File: config.mk
export PLATFORM = sky130hd
export DESIGN_NAME = rob_commit_ctrl_flat
export DESIGN_NICKNAME = d
export VERILOG_FILES = /design/src/rtl/rob_commit_ctrl_pkg.sv /design/src/rtl/rob_commit_ctrl_if.sv /design/src/rtl/rob_commit_ctrl_select.sv /design/src/rtl/rob_commit_ctrl.sv /design/src/flat_wrapper.sv
export SDC_FILE = /design/constraint.sdc
export NUM_CORES = 1
export LEC_CHECK = 0
export ABC_CLOCK_PERIOD_IN_PS = 14140
export CAP_MARGIN = 10
export CORE_AREA = 2 2 119 75
export CTS_CLUSTER_SIZE = 10
export DETAILED_ROUTE_END_ITERATION = 8
export DIE_AREA = 0 0 121 77
export PLACE_DENSITY = 0.78
export SYNTH_ARGS = -nofsm -noshare
export SYNTH_HDL_FRONTEND = slang
export SYNTH_SLANG_ARGS = --single-unit
File: constraint.sdc
create_clock -name Clk -period 14.14 [get_ports Clk]
set_input_delay 2.828 -clock Clk [delete_from_list [all_inputs] [get_ports Clk]]
set_output_delay 2.828 -clock Clk [all_outputs]
set_load 0.05 [all_outputs]
File: src/rtl/rob_commit_ctrl_pkg.sv
// Shared ROB commit definitions: geometry, FSM states, mark codes and pointer helpers.
// The ROB itself imports this package so both sides agree on encodings.
package rob_commit_ctrl_pkg;

  localparam int ROB_DEPTH = 64;
  localparam int PTR_W     = $clog2(ROB_DEPTH);
  localparam int PREG_W    = 6;
  localparam int EXC_W     = 6;
  localparam int COMMIT_W  = 4;

  typedef enum logic [1:0] {
    ST_RUN   = 2'd0,
    ST_FLUSH = 2'd1,
    ST_EXC   = 2'd2
  } state_e;

  typedef enum logic [1:0] {
    MARK_NORMAL = 2'b00,
    MARK_BREAK  = 2'b01,
    MARK_START  = 2'b10
  } mark_e;

  localparam logic [EXC_W-1:0] EXC_NONE = '0;

  // Pointers carry an extra wrap bit so full and empty are distinguishable.
  typedef logic [PTR_W:0] ptr_t;

  function automatic ptr_t ptr_add(input ptr_t p, input logic [2:0] n);
    return p + ptr_t'(n);
  endfunction

endpackage

File: src/rtl/rob_commit_ctrl_if.sv
// Bundle between the ROB (master: head window, tail, exception ack) and the commit controller (slave).
interface rob_commit_ctrl_if;
  import rob_commit_ctrl_pkg::*;

  logic [PTR_W:0]          TailPtr;
  logic [COMMIT_W-1:0]     WinValid;
  logic [COMMIT_W-1:0]     WinReady;
  logic [4*EXC_W-1:0]      WinExc;
  logic [7:0]              WinMark;
  logic [COMMIT_W-1:0]     WinHasDst;
  logic [4*PREG_W-1:0]     WinPreg;
  logic                    ExcAck;

  logic [PTR_W:0]          HeadPtr;
  logic [2:0]              RetireCnt;
  logic                    RetireReg1Able, RetireReg2Able, RetireReg3Able, RetireReg4Able;
  logic [PREG_W-1:0]       RetireReg1Addr, RetireReg2Addr, RetireReg3Addr, RetireReg4Addr;
  logic                    FlushReq;
  logic [PTR_W:0]          FlushPtr;
  logic                    ExcReq;
  logic [EXC_W-1:0]        ExcCode;
  logic [PTR_W-1:0]        ExcPtr;

  modport master (
    output TailPtr, WinValid, WinReady, WinExc, WinMark, WinHasDst, WinPreg, ExcAck,
    input  HeadPtr, RetireCnt,
           RetireReg1Able, RetireReg2Able, RetireReg3Able, RetireReg4Able,
           RetireReg1Addr, RetireReg2Addr, RetireReg3Addr, RetireReg4Addr,
           FlushReq, FlushPtr, ExcReq, ExcCode, ExcPtr
  );

  modport slave (
    input  TailPtr, WinValid, WinReady, WinExc, WinMark, WinHasDst, WinPreg, ExcAck,
    output HeadPtr, RetireCnt,
           RetireReg1Able, RetireReg2Able, RetireReg3Able, RetireReg4Able,
           RetireReg1Addr, RetireReg2Addr, RetireReg3Addr, RetireReg4Addr,
           FlushReq, FlushPtr, ExcReq, ExcCode, ExcPtr
  );

endinterface

File: src/rtl/rob_commit_ctrl_select.sv
// Combinational head-window scan: finds the in-order run of committable slots and
// reports whether the run ended on a BREAK entry or on a faulting entry.
module rob_commit_ctrl_select
  import rob_commit_ctrl_pkg::*;
(
  input  ptr_t                occupancy,
  input  logic [COMMIT_W-1:0] win_valid,
  input  logic [COMMIT_W-1:0] win_ready,
  input  logic [4*EXC_W-1:0]  win_exc,
  input  logic [7:0]          win_mark,
  output logic [COMMIT_W-1:0] commit_mask,
  output logic [2:0]          commit_cnt,
  output logic                break_hit,
  output logic                exc_hit,
  output logic [1:0]          exc_slot
);

  logic scan_open;

  always_comb begin
    commit_mask = '0;
    commit_cnt  = '0;
    break_hit   = 1'b0;
    exc_hit     = 1'b0;
    exc_slot    = '0;
    scan_open   = 1'b1;
    for (int i = 0; i < COMMIT_W; i++) begin
      if (scan_open) begin
        if ((ptr_t'(i) < occupancy) && win_valid[i] && win_ready[i]) begin
          if (win_exc[i*EXC_W +: EXC_W] != EXC_NONE) begin
            exc_hit   = 1'b1;
            exc_slot  = 2'(i);
            scan_open = 1'b0;
          end else begin
            commit_mask[i] = 1'b1;
            commit_cnt     = commit_cnt + 3'd1;
            // A BREAK commits itself but closes the window for younger entries.
            if (win_mark[2*i +: 2] == MARK_BREAK) begin
              break_hit = 1'b1;
              scan_open = 1'b0;
            end
          end
        end else begin
          scan_open = 1'b0;
        end
      end
    end
  end

endmodule

File: src/rtl/rob_commit_ctrl.sv
// In-order ROB commit controller: retires up to four entries per cycle, advances the head,
// and sequences flushes for BREAK entries and for acknowledged exceptions.
module rob_commit_ctrl
  import rob_commit_ctrl_pkg::*;
(
  input  logic             Clk,
  input  logic             Rest,
  rob_commit_ctrl_if.slave bus
);

  state_e                           state_q, state_d;
  ptr_t                             head_q, head_d;
  logic [2:0]                       retire_cnt_q, retire_cnt_d;
  logic [COMMIT_W-1:0]              able_q, able_d;
  logic [COMMIT_W-1:0][PREG_W-1:0]  addr_q, addr_d;
  logic                             flush_req_q, flush_req_d;
  ptr_t                             flush_ptr_q, flush_ptr_d;
  logic                             exc_req_q, exc_req_d;
  logic [EXC_W-1:0]                 exc_code_q, exc_code_d;
  logic [PTR_W-1:0]                 exc_ptr_q, exc_ptr_d;

  ptr_t                occupancy;
  ptr_t                exc_abs;
  logic [COMMIT_W-1:0] commit_mask;
  logic [2:0]          commit_cnt;
  logic                break_hit;
  logic                exc_hit;
  logic [1:0]          exc_slot;

  assign occupancy = bus.TailPtr - head_q;
  assign exc_abs   = head_q + ptr_t'(exc_slot);

  rob_commit_ctrl_select u_select (
    .occupancy   (occupancy),
    .win_valid   (bus.WinValid),
    .win_ready   (bus.WinReady),
    .win_exc     (bus.WinExc),
    .win_mark    (bus.WinMark),
    .commit_mask (commit_mask),
    .commit_cnt  (commit_cnt),
    .break_hit   (break_hit),
    .exc_hit     (exc_hit),
    .exc_slot    (exc_slot)
  );

  always_ff @(posedge Clk) begin
    if (Rest) begin
      state_q      <= ST_RUN;
      head_q       <= '0;
      retire_cnt_q <= '0;
      able_q       <= '0;
      addr_q       <= '0;
      flush_req_q  <= 1'b0;
      flush_ptr_q  <= '0;
      exc_req_q    <= 1'b0;
      exc_code_q   <= '0;
      exc_ptr_q    <= '0;
    end else begin
      state_q      <= state_d;
      head_q       <= head_d;
      retire_cnt_q <= retire_cnt_d;
      able_q       <= able_d;
      addr_q       <= addr_d;
      flush_req_q  <= flush_req_d;
      flush_ptr_q  <= flush_ptr_d;
      exc_req_q    <= exc_req_d;
      exc_code_q   <= exc_code_d;
      exc_ptr_q    <= exc_ptr_d;
    end
  end

  always_comb begin
    state_d = state_q;
    unique case (state_q)
      ST_RUN: begin
        if (break_hit)    state_d = ST_FLUSH;
        else if (exc_hit) state_d = ST_EXC;
      end
      ST_FLUSH: state_d = ST_RUN;
      ST_EXC:   if (bus.ExcAck) state_d = ST_FLUSH;
      default:  state_d = ST_RUN;
    endcase
  end

  always_comb begin
    head_d       = head_q;
    retire_cnt_d = '0;
    able_d       = '0;
    addr_d       = '0;
    flush_req_d  = 1'b0;
    flush_ptr_d  = flush_ptr_q;
    exc_req_d    = exc_req_q;
    exc_code_d   = exc_code_q;
    exc_ptr_d    = exc_ptr_q;
    unique case (state_q)
      ST_RUN: begin
        head_d       = ptr_add(head_q, commit_cnt);
        retire_cnt_d = commit_cnt;
        // Committed slots are always a prefix, so retire port k maps to window slot k.
        for (int k = 0; k < COMMIT_W; k++) begin
          if (commit_mask[k]) begin
            able_d[k] = bus.WinHasDst[k];
            addr_d[k] = bus.WinPreg[k*PREG_W +: PREG_W];
          end
        end
        if (exc_hit) begin
          exc_req_d  = 1'b1;
          exc_code_d = bus.WinExc[exc_slot*EXC_W +: EXC_W];
          exc_ptr_d  = exc_abs[PTR_W-1:0];
        end
      end
      ST_FLUSH: begin
        // Head already sits on the first squashed entry (past the BREAK, or on the faulting one).
        flush_req_d = 1'b1;
        flush_ptr_d = head_q;
      end
      ST_EXC: begin
        if (bus.ExcAck) exc_req_d = 1'b0;
      end
      default: ;
    endcase
  end

  assign bus.HeadPtr        = head_q;
  assign bus.RetireCnt      = retire_cnt_q;
  assign bus.RetireReg1Able = able_q[0];
  assign bus.RetireReg2Able = able_q[1];
  assign bus.RetireReg3Able = able_q[2];
  assign bus.RetireReg4Able = able_q[3];
  assign bus.RetireReg1Addr = addr_q[0];
  assign bus.RetireReg2Addr = addr_q[1];
  assign bus.RetireReg3Addr = addr_q[2];
  assign bus.RetireReg4Addr = addr_q[3];
  assign bus.FlushReq       = flush_req_q;
  assign bus.FlushPtr       = flush_ptr_q;
  assign bus.ExcReq         = exc_req_q;
  assign bus.ExcCode        = exc_code_q;
  assign bus.ExcPtr         = exc_ptr_q;

endmodule

File: src/flat_wrapper.sv
// flat-port wrapper written by rule: the top's interface ports become plain ports
module rob_commit_ctrl_flat import rob_commit_ctrl_pkg::*;
  (Clk, Rest, bus_TailPtr, bus_WinValid, bus_WinReady, bus_WinExc, bus_WinMark, bus_WinHasDst, bus_WinPreg, bus_ExcAck, bus_HeadPtr, bus_RetireCnt, bus_RetireReg1Able, bus_RetireReg2Able, bus_RetireReg3Able, bus_RetireReg4Able, bus_RetireReg1Addr, bus_RetireReg2Addr, bus_RetireReg3Addr, bus_RetireReg4Addr, bus_FlushReq, bus_FlushPtr, bus_ExcReq, bus_ExcCode, bus_ExcPtr);
  rob_commit_ctrl_if bus_i ();
  input  logic Clk;
  input  logic Rest;
  input wire logic [$bits(bus_i.TailPtr)-1:0] bus_TailPtr;
  input wire logic [$bits(bus_i.WinValid)-1:0] bus_WinValid;
  input wire logic [$bits(bus_i.WinReady)-1:0] bus_WinReady;
  input wire logic [$bits(bus_i.WinExc)-1:0] bus_WinExc;
  input wire logic [$bits(bus_i.WinMark)-1:0] bus_WinMark;
  input wire logic [$bits(bus_i.WinHasDst)-1:0] bus_WinHasDst;
  input wire logic [$bits(bus_i.WinPreg)-1:0] bus_WinPreg;
  input wire logic [$bits(bus_i.ExcAck)-1:0] bus_ExcAck;
  output wire logic [$bits(bus_i.HeadPtr)-1:0] bus_HeadPtr;
  output wire logic [$bits(bus_i.RetireCnt)-1:0] bus_RetireCnt;
  output wire logic [$bits(bus_i.RetireReg1Able)-1:0] bus_RetireReg1Able;
  output wire logic [$bits(bus_i.RetireReg2Able)-1:0] bus_RetireReg2Able;
  output wire logic [$bits(bus_i.RetireReg3Able)-1:0] bus_RetireReg3Able;
  output wire logic [$bits(bus_i.RetireReg4Able)-1:0] bus_RetireReg4Able;
  output wire logic [$bits(bus_i.RetireReg1Addr)-1:0] bus_RetireReg1Addr;
  output wire logic [$bits(bus_i.RetireReg2Addr)-1:0] bus_RetireReg2Addr;
  output wire logic [$bits(bus_i.RetireReg3Addr)-1:0] bus_RetireReg3Addr;
  output wire logic [$bits(bus_i.RetireReg4Addr)-1:0] bus_RetireReg4Addr;
  output wire logic [$bits(bus_i.FlushReq)-1:0] bus_FlushReq;
  output wire logic [$bits(bus_i.FlushPtr)-1:0] bus_FlushPtr;
  output wire logic [$bits(bus_i.ExcReq)-1:0] bus_ExcReq;
  output wire logic [$bits(bus_i.ExcCode)-1:0] bus_ExcCode;
  output wire logic [$bits(bus_i.ExcPtr)-1:0] bus_ExcPtr;
  assign bus_i.TailPtr = bus_TailPtr;
  assign bus_i.WinValid = bus_WinValid;
  assign bus_i.WinReady = bus_WinReady;
  assign bus_i.WinExc = bus_WinExc;
  assign bus_i.WinMark = bus_WinMark;
  assign bus_i.WinHasDst = bus_WinHasDst;
  assign bus_i.WinPreg = bus_WinPreg;
  assign bus_i.ExcAck = bus_ExcAck;
  assign bus_HeadPtr = bus_i.HeadPtr;
  assign bus_RetireCnt = bus_i.RetireCnt;
  assign bus_RetireReg1Able = bus_i.RetireReg1Able;
  assign bus_RetireReg2Able = bus_i.RetireReg2Able;
  assign bus_RetireReg3Able = bus_i.RetireReg3Able;
  assign bus_RetireReg4Able = bus_i.RetireReg4Able;
  assign bus_RetireReg1Addr = bus_i.RetireReg1Addr;
  assign bus_RetireReg2Addr = bus_i.RetireReg2Addr;
  assign bus_RetireReg3Addr = bus_i.RetireReg3Addr;
  assign bus_RetireReg4Addr = bus_i.RetireReg4Addr;
  assign bus_FlushReq = bus_i.FlushReq;
  assign bus_FlushPtr = bus_i.FlushPtr;
  assign bus_ExcReq = bus_i.ExcReq;
  assign bus_ExcCode = bus_i.ExcCode;
  assign bus_ExcPtr = bus_i.ExcPtr;
  rob_commit_ctrl u_core (.Clk(Clk), .Rest(Rest), .bus(bus_i));
endmodule
==> qor.csv, run 1 <==
stage;metric;value;unit
synthesis;synth.net_count;441;
synthesis;synth_edf_count;0;
floorplanning;die_h;77;um
cells_and_area;layout_commonest_cell;clkdlybuf4s50_1;
synthesis;syn_area;3050;um^2
floorplanning;dieArea;9320;um^2
cells_and_area;nFillCells;720;
power;power_density;97.7;nW/um^2
sta;setup_ws;5960;ps
route;vias;2956;
status;outcome;completed;
sta;timing.final.crit_share;0.579;
route;drt_drc_violations_left;0;
clock_network;clk_latency;330;ps
worst_setup_path;cp.required;14340;ps
worst_setup_path;r2r_start;u_core.bus.HeadPtr[1]$_SDFFE_PP0N_;
place;io_buffers;136;
place;dp.cells;587;
worst_setup_path;crit_family;compound AO/OA/AOI/OAI gates;
synthesis;synth_cells;347;
floorplanning;die_w;121;um
worst_setup_path;slowest_stage;fa_1;
global_route;antenna_found_initial;0;
synthesis;synth-seq-cells;61;
place;dpl_worst_slack;5630;ps
clock_network;clock_sinks;61;
power;power_leakage;1.91;nW
worst_setup_path;worst_r2r_path_depth;23;
worst_setup_path;endpoint_kind;register;
worst_setup_path;crit_type;input pin to register;
power;ir_drop;0.0784;mV
floorplanning;initial_core_util;0.371;
cells_and_area;syn2layout_area_growth;59.0;%
floorplanning;row_count;26;
worst_setup_path;path_buf_inv;4;
worst_setup_path;critPathMaxStageDelay;410;ps
floorplanning;ios;137;
synthesis;ys.warnings.count;0;
route;dr.first_iter.drc_count;147;
sta;rsz0062_at_grt;no;
place;dp_hpwl;7150;um
worst_hold_path;min_from;u_core.bus.FlushPtr[3]$_SDFFE_PP0P_;
cells_and_area;antenna_cells;0;
sta;finalHoldViolCount;0;
worst_setup_path;r2r_end;u_core.bus.HeadPtr[6]$_SDFFE_PP0N_;
route;m1WireLength;4010;um
worst_hold_path;worstHoldPathCells;2;
worst_hold_path;min_to;u_core.bus.FlushPtr[3]$_SDFFE_PP0P_;
clock_network;clockBufferDepth;2;
synthesis;ys_types;49;
sta;min_period;8180;ps
route;drt-pass1-iter-count;5;
clock_network;post-cts-setup-buffers;0;
worst_setup_path;ff2ff_setup_slack;8240;ps
synthesis;yosysSeqAreaShare;0.400;
floorplanning;core_area;8230;um^2
worst_setup_path;cp_max_fo;8;
place;finalWeightedCongestion;0.936;
cells_and_area;final_cell_mix;clkdlybuf4s50_1, dfxtp_1, nor2_1, nand2_1, and2_1;
route;routed_wirelength;9110;um
global_route;first_global_vias;2912;
worst_setup_path;startpoint_type;input pin;
sta;worst_pin_slew;1030;ps
route;wl_met3;1020;um
clock_network;cts_tree;built;
clock_network;clk_pin_slew;50;ps
global_route;grt_pass1_wl;14500;um
sta;finalSetupViolCount;0;
cells_and_area;drive_above_1_share;0.0591;
synthesis;ys.flop_type;dfxtp_1;
cells_and_area;fin_cells;603;
sta;fin_skew;9.90;ps
sta;fin_setup_tns;0;ps
route;wl_met2;4030;um
worst_setup_path;arrival;8380;ps
global_route;grt-ovfl-total;0;
run;maxCapViolations;0;
clock_network;cts_buffers;9;
clock_network;holdBufCountCts;0;
cells_and_area;finalNetCount;580;
global_route;gr-usage-all-layers;0.200;
route;post_drt_wl_per_cell;15.1;um
route;vias_per_cell;4.90;
sta;clock.fmax;0.122;GHz
synthesis;ys_async_sr_fraction;0;
sta;max_slew_margin;0.316;
clock_network;htree_levels;3;
worst_hold_path;hold_path.class;register to register;
clock_network;cts-root-buf;clkbuf_16;
synthesis;synth_area_per_cell;8.79;um^2
route;drtAntennaViolNets;0;
clock_network;ctsResizeCount;0;
sta;finalMaxSlewViolations;0;
route;top_layer_used;met4;
global_route;grt_max_degree;44;
## worst max-delay path by stage
stage / startpoint / end / slack [ps] / depth (start not counted)
final: bus_TailPtr[0] / u_core.bus.HeadPtr[6]$_SDFFE_PP0N_ / 5960 / 26
after global routing: bus_TailPtr[0] / u_core.bus.HeadPtr[6]$_SDFFE_PP0N_ / 5520 / 26
after CTS: bus_TailPtr[0] / u_core.bus.HeadPtr[6]$_SDFFE_PP0N_ / 5960 / 26
after detailed placement: bus_TailPtr[0] / u_core.bus.HeadPtr[6]$_SDFFE_PP0N_ / 5630 / 26
after global placement: bus_TailPtr[0] / u_core.bus.HeadPtr[6]$_SDFFE_PP0N_ / 5850 / 26
after floorplan: bus_TailPtr[0] / u_core.bus.HeadPtr[6]$_SDFFE_PP0N_ / 6500 / 25
## metrics by stage
step,power (mW),instance area [um^2],util,hold slack (ps)
floorplan,0.205,3050,-,491
global placement,0.235,4520,0.549,443
detailed placement,0.236,4520,0.549,451
CTS,0.480,4850,0.589,461
global route,0.490,4850,0.589,478
finish,0.474,4850,0.589,461
## power by group
part	total, mW	switching, mW	internal (mW)
Sequential	0.176	0.00190	0.174
Combinational	0.0570	0.0261	0.0309
Clock	0.241	0.0812	0.160
Total	0.474	0.109	0.365
## synthesized netlist by cell type, types with 4 or more instances
| cell | instances | area, um^2 |
|---|---|---|
| a21oi_1 | 18 | 90.1 |
| ha_1 | 13 | 163 |
| nand2_1 | 30 | 113 |
| and2_1 | 28 | 175 |
| mux2_2 | 4 | 45.0 |
| nand3_1 | 8 | 40.0 |
| nor2b_1 | 11 | 68.8 |
| xnor2_1 | 8 | 70.1 |
| nor2_1 | 30 | 113 |
| nand2b_1 | 19 | 119 |
| o21ai_0 | 11 | 55.1 |
| clkbuf_1 | 7 | 26.3 |
| nor3_1 | 9 | 45.0 |
| a221oi_1 | 6 | 52.6 |
| inv_1 | 23 | 86.3 |
| mux2i_1 | 9 | 90.1 |
| dfxtp_1 | 61 | 1220 |
| nand4_1 | 4 | 25.0 |
| xor2_1 | 5 | 43.8 |
## worst register-to-register path, delay by kind of cell (launching register included)
kind	cells	cell delay, ps
xor+xnor	3	560
fa+ha+maj	4	1340
flops	1	550
simple gates	9	1350
compound gates	5	1740
buf+inv	2	260
## logic make-up (layout without fill, tap and decap cells)
family / Yosys count / count (layout) / share of synthesized area
fa+ha+maj: 16 / 16 / 0.0730
mux: 13 / 13 / 0.0443
simple gates: 157 / 157 / 0.273
xor+xnor: 13 / 13 / 0.0373
flops: 61 / 61 / 0.400
compound gates: 55 / 55 / 0.130
buf+inv: 32 / 176 / 0.0422
## registers in the layout (all words and copies together) (netlist names)
signal,flops
u_core.bus.FlushPtr,7
u_core.bus.HeadPtr,7
u_core.bus.ExcCode,6
u_core.bus.ExcPtr,6
u_core.bus.RetireReg1Addr,6
u_core.bus.RetireReg2Addr,6
u_core.bus.RetireReg3Addr,6
u_core.bus.RetireReg4Addr,6
u_core.able_q,4
u_core.bus.RetireCnt,3
u_core.state_q,2
u_core.bus.ExcReq,1
u_core.bus.FlushReq,1
## routing by layer
layer	up-vias	global-route usage
li1	1463	-
met1	1356	0.265
met2	130	0.304
met3	7	0.0826
met4	0	0.0453
met5	-	0
## area by class of cell
type	instances	area, um^2	area share
inverters	23	86.3	0.0178
multi-input cells	254	1700	0.351
clock buffers	10	239	0.0493
clock inverters	6	93.8	0.0193
flip-flops and latches	61	1220	0.252
well taps	112	140	0.0289
repair buffers	137	1370	0.282
No activity file was read; power rests on OpenSTA's default activity.
==> run 2: changes to the inputs <==
ABC_CLOCK_PERIOD_IN_PS = 7200   (was 14140)
PLACE_DENSITY = 0.81   (was 0.78)
clock period = 7.2 ns   (was 14.14 ns; I/O delays follow)
==> run 2 against run 1 <==
Critical path depth did not move; utilization up 0.091 points; cell count up 0.17%; clock-buffer cell count unchanged; via count rose by 0.34%; non-clock buffer count rose by 1; clock skew hardly changed; wire length is 1.2% lower; sequential share of layout area about the same; sequential power increased by 96%; critical endpoint unchanged; sequential cell count stayed put; highest routed layer unchanged.
==> qor.csv, run 2 (same netlist as run 1, synthesis figures left out) <==
stage;metric;value;unit
clock_network;cts_buffers;9;
global_route;grt_pass1_wl;14600;um
power;pwr-share-seq;0.372;
floorplanning;dieArea;9320;um^2
floorplanning;core_area;8230;um^2
power;internal_power;716;uW
sta;fin_setup_tns;0;ps
cells_and_area;drive_above_1_share;0.0610;
sta;timing.final.crit_share;0.934;
worst_hold_path;min_from;u_core.bus.FlushPtr[5]$_SDFFE_PP0P_;
cells_and_area;final_cell_mix;clkdlybuf4s50_1, dfxtp_1, nor2_1, nand2_1, and2_1;
worst_setup_path;crit_family;compound AO/OA/AOI/OAI gates;
power;total_power;928;uW
clock_network;clockBufferDepth;2;
floorplanning;die_h;77;um
worst_setup_path;r2r_start;u_core.bus.HeadPtr[1]$_SDFFE_PP0N_;
worst_hold_path;hold_path.class;register to register;
status;outcome;completed;
cells_and_area;syn2layout_area_growth;59.2;%
sta;worst_pin_slew;1030;ps
floorplanning;row_count;26;
clock_network;post-cts-setup-buffers;0;
sta;clock.fmax;0.149;GHz
power;clockPowerShare;0.508;
sta;fin_skew;9.47;ps
power;p_sw_frac;0.228;
sta;min_period;6720;ps
clock_network;cts_tree;built;
worst_setup_path;slowest_stage;a221oi_4;
worst_setup_path;arrival;6930;ps
clock_network;htree_levels;3;
worst_setup_path;ff2ff_setup_slack;1400;ps
worst_setup_path;path_buf_inv;4;
worst_setup_path;worst_r2r_path_depth;23;
route;dr.first_iter.drc_count;179;
place;finalWeightedCongestion;0.906;
floorplanning;ios;137;
worst_setup_path;cp_max_fo;8;
floorplanning;initial_core_util;0.371;
place;postPlaceCellArea;4530;um^2
sta;finalMaxSlewViolations;0;
run;maxCapViolations;0;
cells_and_area;fin_area;4860;um^2
power;power_leakage;1.92;nW
route;drtAntennaViolNets;0;
global_route;grt-ovfl-total;0;
power;switchingPower;211;uW
clock_network;holdBufCountCts;0;
clock_network;clk_pin_slew;60;ps
worst_setup_path;startpoint_type;input pin;
cells_and_area;finalNetCount;581;
global_route;antenna_found_initial;0;
cells_and_area;fin_cells;604;
clock_network;cts-root-buf;clkbuf_16;
worst_setup_path;critPathMaxStageDelay;420;ps
route;post_drt_wl_per_cell;14.9;um
sta;max_slew_margin;0.315;
route;drt-pass1-iter-count;4;
floorplanning;die_w;121;um
power;ir_drop;0.136;mV
sta;finalSetupViolCount;0;
sta;finalHoldViolCount;0;
place;dp.cells;588;
cells_and_area;layout_commonest_cell;clkdlybuf4s50_1;
worst_setup_path;cp.required;7410;ps
place;dp_hpwl;7210;um
clock_network;clk_latency;330;ps
cells_and_area;antenna_cells;0;
worst_hold_path;min_to;u_core.bus.FlushPtr[5]$_SDFFE_PP0P_;
place;io_buffers;136;
route;vias;2966;
worst_hold_path;worstHoldPathCells;2;
worst_setup_path;crit_type;input pin to register;
route;drt_drc_violations_left;0;
power;p_comb_frac;0.120;
power;power_density;191;nW/um^2
clock_network;ctsResizeCount;0;
global_route;grt_max_degree;44;
route;vias_per_cell;4.91;
global_route;gr-usage-all-layers;0.201;
route;routed_wirelength;9000;um
worst_setup_path;r2r_end;u_core.bus.HeadPtr[6]$_SDFFE_PP0N_;
clock_network;clock_sinks;61;
worst_setup_path;endpoint_kind;register;
global_route;first_global_vias;2971;
sta;rsz0062_at_grt;no;
## run 2: worst min-delay path: cells and delay by family, from the launching register on
| family | cells | cell delay [ps] |
|---|---|---|
| AO/OA/AOI/OAI | 1 | 60 |
| AND/OR/NAND/NOR | 1 | 50 |
| flip-flops | 1 | 310 |
## run 2: worst max path at each step
stage / to / depth (start not counted) / start
3_5_place_dp: u_core.bus.HeadPtr[6]$_SDFFE_PP0N_ / 26 / bus_TailPtr[0]
6_report: u_core.bus.HeadPtr[6]$_SDFFE_PP0N_ / 26 / bus_TailPtr[0]
3_3_place_gp: u_core.bus.HeadPtr[6]$_SDFFE_PP0N_ / 26 / bus_TailPtr[0]
4_1_cts: u_core.bus.HeadPtr[6]$_SDFFE_PP0N_ / 26 / bus_TailPtr[0]
5_1_grt: u_core.bus.HeadPtr[6]$_SDFFE_PP0N_ / 26 / bus_TailPtr[0]
2_1_floorplan: u_core.bus.HeadPtr[6]$_SDFFE_PP0N_ / 25 / bus_TailPtr[0]
## run 2: area by class of cell
type / count / area [um^2]
Multi-Input combinational cell: 254 / 1700
Tap cell: 112 / 140
Sequential cell: 61 / 1220
Clock buffer: 10 / 239
Timing Repair Buffer: 138 / 1380
Clock inverter: 6 / 93.8
Inverter: 23 / 86.3
Fill cell: 728 / 3370
## run 2: routing by layer
metal / up-vias / global-route usage / routed length [um]
met5: - / 0 / 0
met4: 0 / 0.0453 / 90
met3: 10 / 0.0751 / 917
met2: 121 / 0.309 / 3970
met1: 1361 / 0.267 / 4020
li1: 1474 / - / -
## run 2: through the flow
stage	utilization	setup WS [ps]	hold slack, ps
final	0.590	475	463
after global routing	0.590	96.6	494
after CTS	0.590	361	469
after detailed placement	0.550	23.6	455
after global placement	0.550	346	446
after floorplan	-	946	491
## run 2: power groups by stage
stage               combinational (mW)  sequential, mW  clock (mW)
floorplan                       0.0411           0.362           0
global placement                 0.110           0.352           0
detailed placement               0.111           0.352           0
CTS                              0.112           0.345       0.483
global route                     0.121           0.345       0.497
finish                           0.112           0.345       0.471
==> run 3: changes to the inputs <==
PLACE_DENSITY = 0.78   (was 0.81)
TNS_END_PERCENT = 20   (was unset)
==> run 3 against run 2 <==
Non-clock buffer count stayed put; wire length up 1.7%; cell count is the same; fmax fell by 1.2%; first-iteration DRC count up 11%; largest power group unchanged; sequential power barely moved; die area did not move; design area is 0.54% lower; largest cell class unchanged.
==> qor.csv, run 3 (same netlist as run 1, synthesis figures left out) <==
stage;metric;value;unit
status;outcome;completed;
sta;setup_ws;391;ps
sta;fin_setup_tns;0;ps
route;vias_per_cell;4.95;
clock_network;clock_sinks;61;
clock_network;clk_pin_slew;60;ps
global_route;gr-usage-all-layers;0.199;
route;vias;2991;
global_route;grt-ovfl-total;0;
route;dr.first_iter.drc_count;198;
sta;finalSetupViolCount;0;
power;p_sw_frac;0.250;
worst_setup_path;ff2ff_setup_slack;1300;ps
clock_network;clockBufferDepth;2;
route;drtAntennaViolNets;0;
place;dp_hpwl;7180;um
sta;min_period;6810;ps
worst_setup_path;cp_max_fo;8;
worst_setup_path;arrival;7010;ps
floorplanning;core_area;8230;um^2
floorplanning;dieArea;9320;um^2
worst_setup_path;endpoint_kind;register;
cells_and_area;seq_area;1220;um^2
run;maxCapViolations;0;
route;drt-pass1-iter-count;5;
global_route;grt_max_degree;44;
floorplanning;initial_core_util;0.371;
clock_network;ctsResizeCount;0;
sta;finalMaxSlewViolations;0;
floorplanning;die_h;77;um
global_route;first_global_vias;2944;
power;pwr-share-seq;0.383;
cells_and_area;nFillCells;729;
place;io_buffers;136;
clock_network;htree_levels;3;
sta;finalHoldViolCount;0;
clock_network;cts_tree;built;
cells_and_area;finalNetCount;581;
worst_setup_path;worst_r2r_path_depth;23;
clock_network;cts-root-buf;clkbuf_16;
route;post_drt_wl_per_cell;15.2;um
clock_network;clk_latency;330;ps
worst_setup_path;r2r_start;u_core.bus.HeadPtr[1]$_SDFFE_PP0N_;
cells_and_area;antenna_cells;0;
worst_setup_path;cp.required;7400;ps
cells_and_area;layout_commonest_cell;clkdlybuf4s50_1;
worst_setup_path;cp-startpoint;bus_TailPtr[0];
power;ir_drop;0.156;mV
worst_hold_path;hold_path.class;register to register;
sta;timing.final.crit_share;0.946;
floorplanning;die_w;121;um
sta;max_slew_margin;0.282;
worst_hold_path;min_from;u_core.bus.FlushPtr[5]$_SDFFE_PP0P_;
power;switchingPower;225;uW
clock_network;post-cts-setup-buffers;0;
worst_setup_path;startpoint_type;input pin;
cells_and_area;syn2layout_area_growth;58.3;%
cells_and_area;final_cell_mix;clkdlybuf4s50_1, dfxtp_1, nor2_1, nand2_1, and2_1;
power;internal_power;674;uW
power;power_leakage;1.90;nW
cells_and_area;multi_input_area;1700;um^2
route;drt_drc_violations_left;0;
power;total_power;900;uW
route;routed_wirelength;9150;um
global_route;antenna_found_initial;0;
power;p_comb_frac;0.124;
worst_setup_path;r2r_end;u_core.bus.HeadPtr[6]$_SDFFE_PP0N_;
power;power_density;186;nW/um^2
clock_network;cts_buffers;9;
sta;clock.fmax;0.147;GHz
sta;worst_pin_slew;1080;ps
worst_hold_path;worstHoldPathCells;2;
power;clockPowerShare;0.493;
cells_and_area;drive_above_1_share;0.0610;
floorplanning;ios;137;
floorplanning;row_count;26;
place;dpl_worst_slack;66.6;ps
worst_setup_path;crit_type;input pin to register;
sta;fin_skew;4.25;ps
sta;rsz0062_at_grt;no;
place;finalWeightedCongestion;0.961;
clock_network;holdBufCountCts;0;
global_route;grt_pass1_wl;14500;um
worst_hold_path;min_to;u_core.bus.FlushPtr[5]$_SDFFE_PP0P_;
-- run 3: changes by cell type in the layout (fill, tap and decap cells not counted), sizes merged --
cell / before / now
clkbuf: 10 / 9
inv: 24 / 26
bufinv: 2 / 1
-- run 3: power groups by stage --
stage	clock (mW)	combinational, mW	sequential, mW
after floorplan	0	0.0411	0.362
after global placement	0	0.110	0.352
after CTS	0.451	0.112	0.345
after global routing	0.466	0.120	0.345
final	0.443	0.112	0.345
after detailed placement	0	0.111	0.352
-- run 3: area by class of cell --
class                   instances  area share
multi-input cells             254       0.352
repair buffers                138       0.285
flip-flops and latches         61       0.253
clock buffers                   9      0.0466
well taps                     112      0.0290
inverters                      23      0.0179
clock inverters                 7      0.0168
-- run 3: worst max-delay path by stage --
stage                                              end  slack (ps)
finish              u_core.bus.HeadPtr[6]$_SDFFE_PP0N_         390
floorplan           u_core.bus.HeadPtr[6]$_SDFFE_PP0N_         950
global route        u_core.bus.HeadPtr[6]$_SDFFE_PP0N_          30
global placement    u_core.bus.HeadPtr[6]$_SDFFE_PP0N_         340
CTS                 u_core.bus.HeadPtr[6]$_SDFFE_PP0N_         420
detailed placement  u_core.bus.HeadPtr[6]$_SDFFE_PP0N_          70
-- run 3: metrics by stage --
step	instance area, um^2	utilization	std cells	hold slack (ps)
final	4830	0.587	604	459
after global routing	4830	0.587	604	489
after CTS	4830	0.587	604	461
after detailed placement	4530	0.550	588	453
after global placement	4530	0.550	588	445
after floorplan	3050	-	347	491
-- run 3: per-layer routing --
layer	track usage	wire length, um	vias to the layer above
li1	-	-	1468
met1	0.256	4190	1380
met2	0.302	4020	132
met3	0.0878	843	11
met4	0.0558	102	0
met5	0	0	-
-- run 3: critical path: stages --
cell             delay (ps)
clkdlybuf4s50_1         400
inv_1                    50
ha_1                    140
inv_1                    50
fa_1                    410
a211o_1                 290
a221o_1                 350
a221oi_4                410
nand3_4                 170
o31a_1                  340
ha_1                    290
or2_2                   300
o21ai_0                 370
xor2_1                  180
ha_1                    160
inv_1                    40
nor2_1                  130
xor2_1                  240
nor2_1                   70
ha_1                    310
nor2b_1                 180
nor2_1                   60
nor3_1                  270
nand3_1                 130
xor2_1                  150
nor2_1                   60
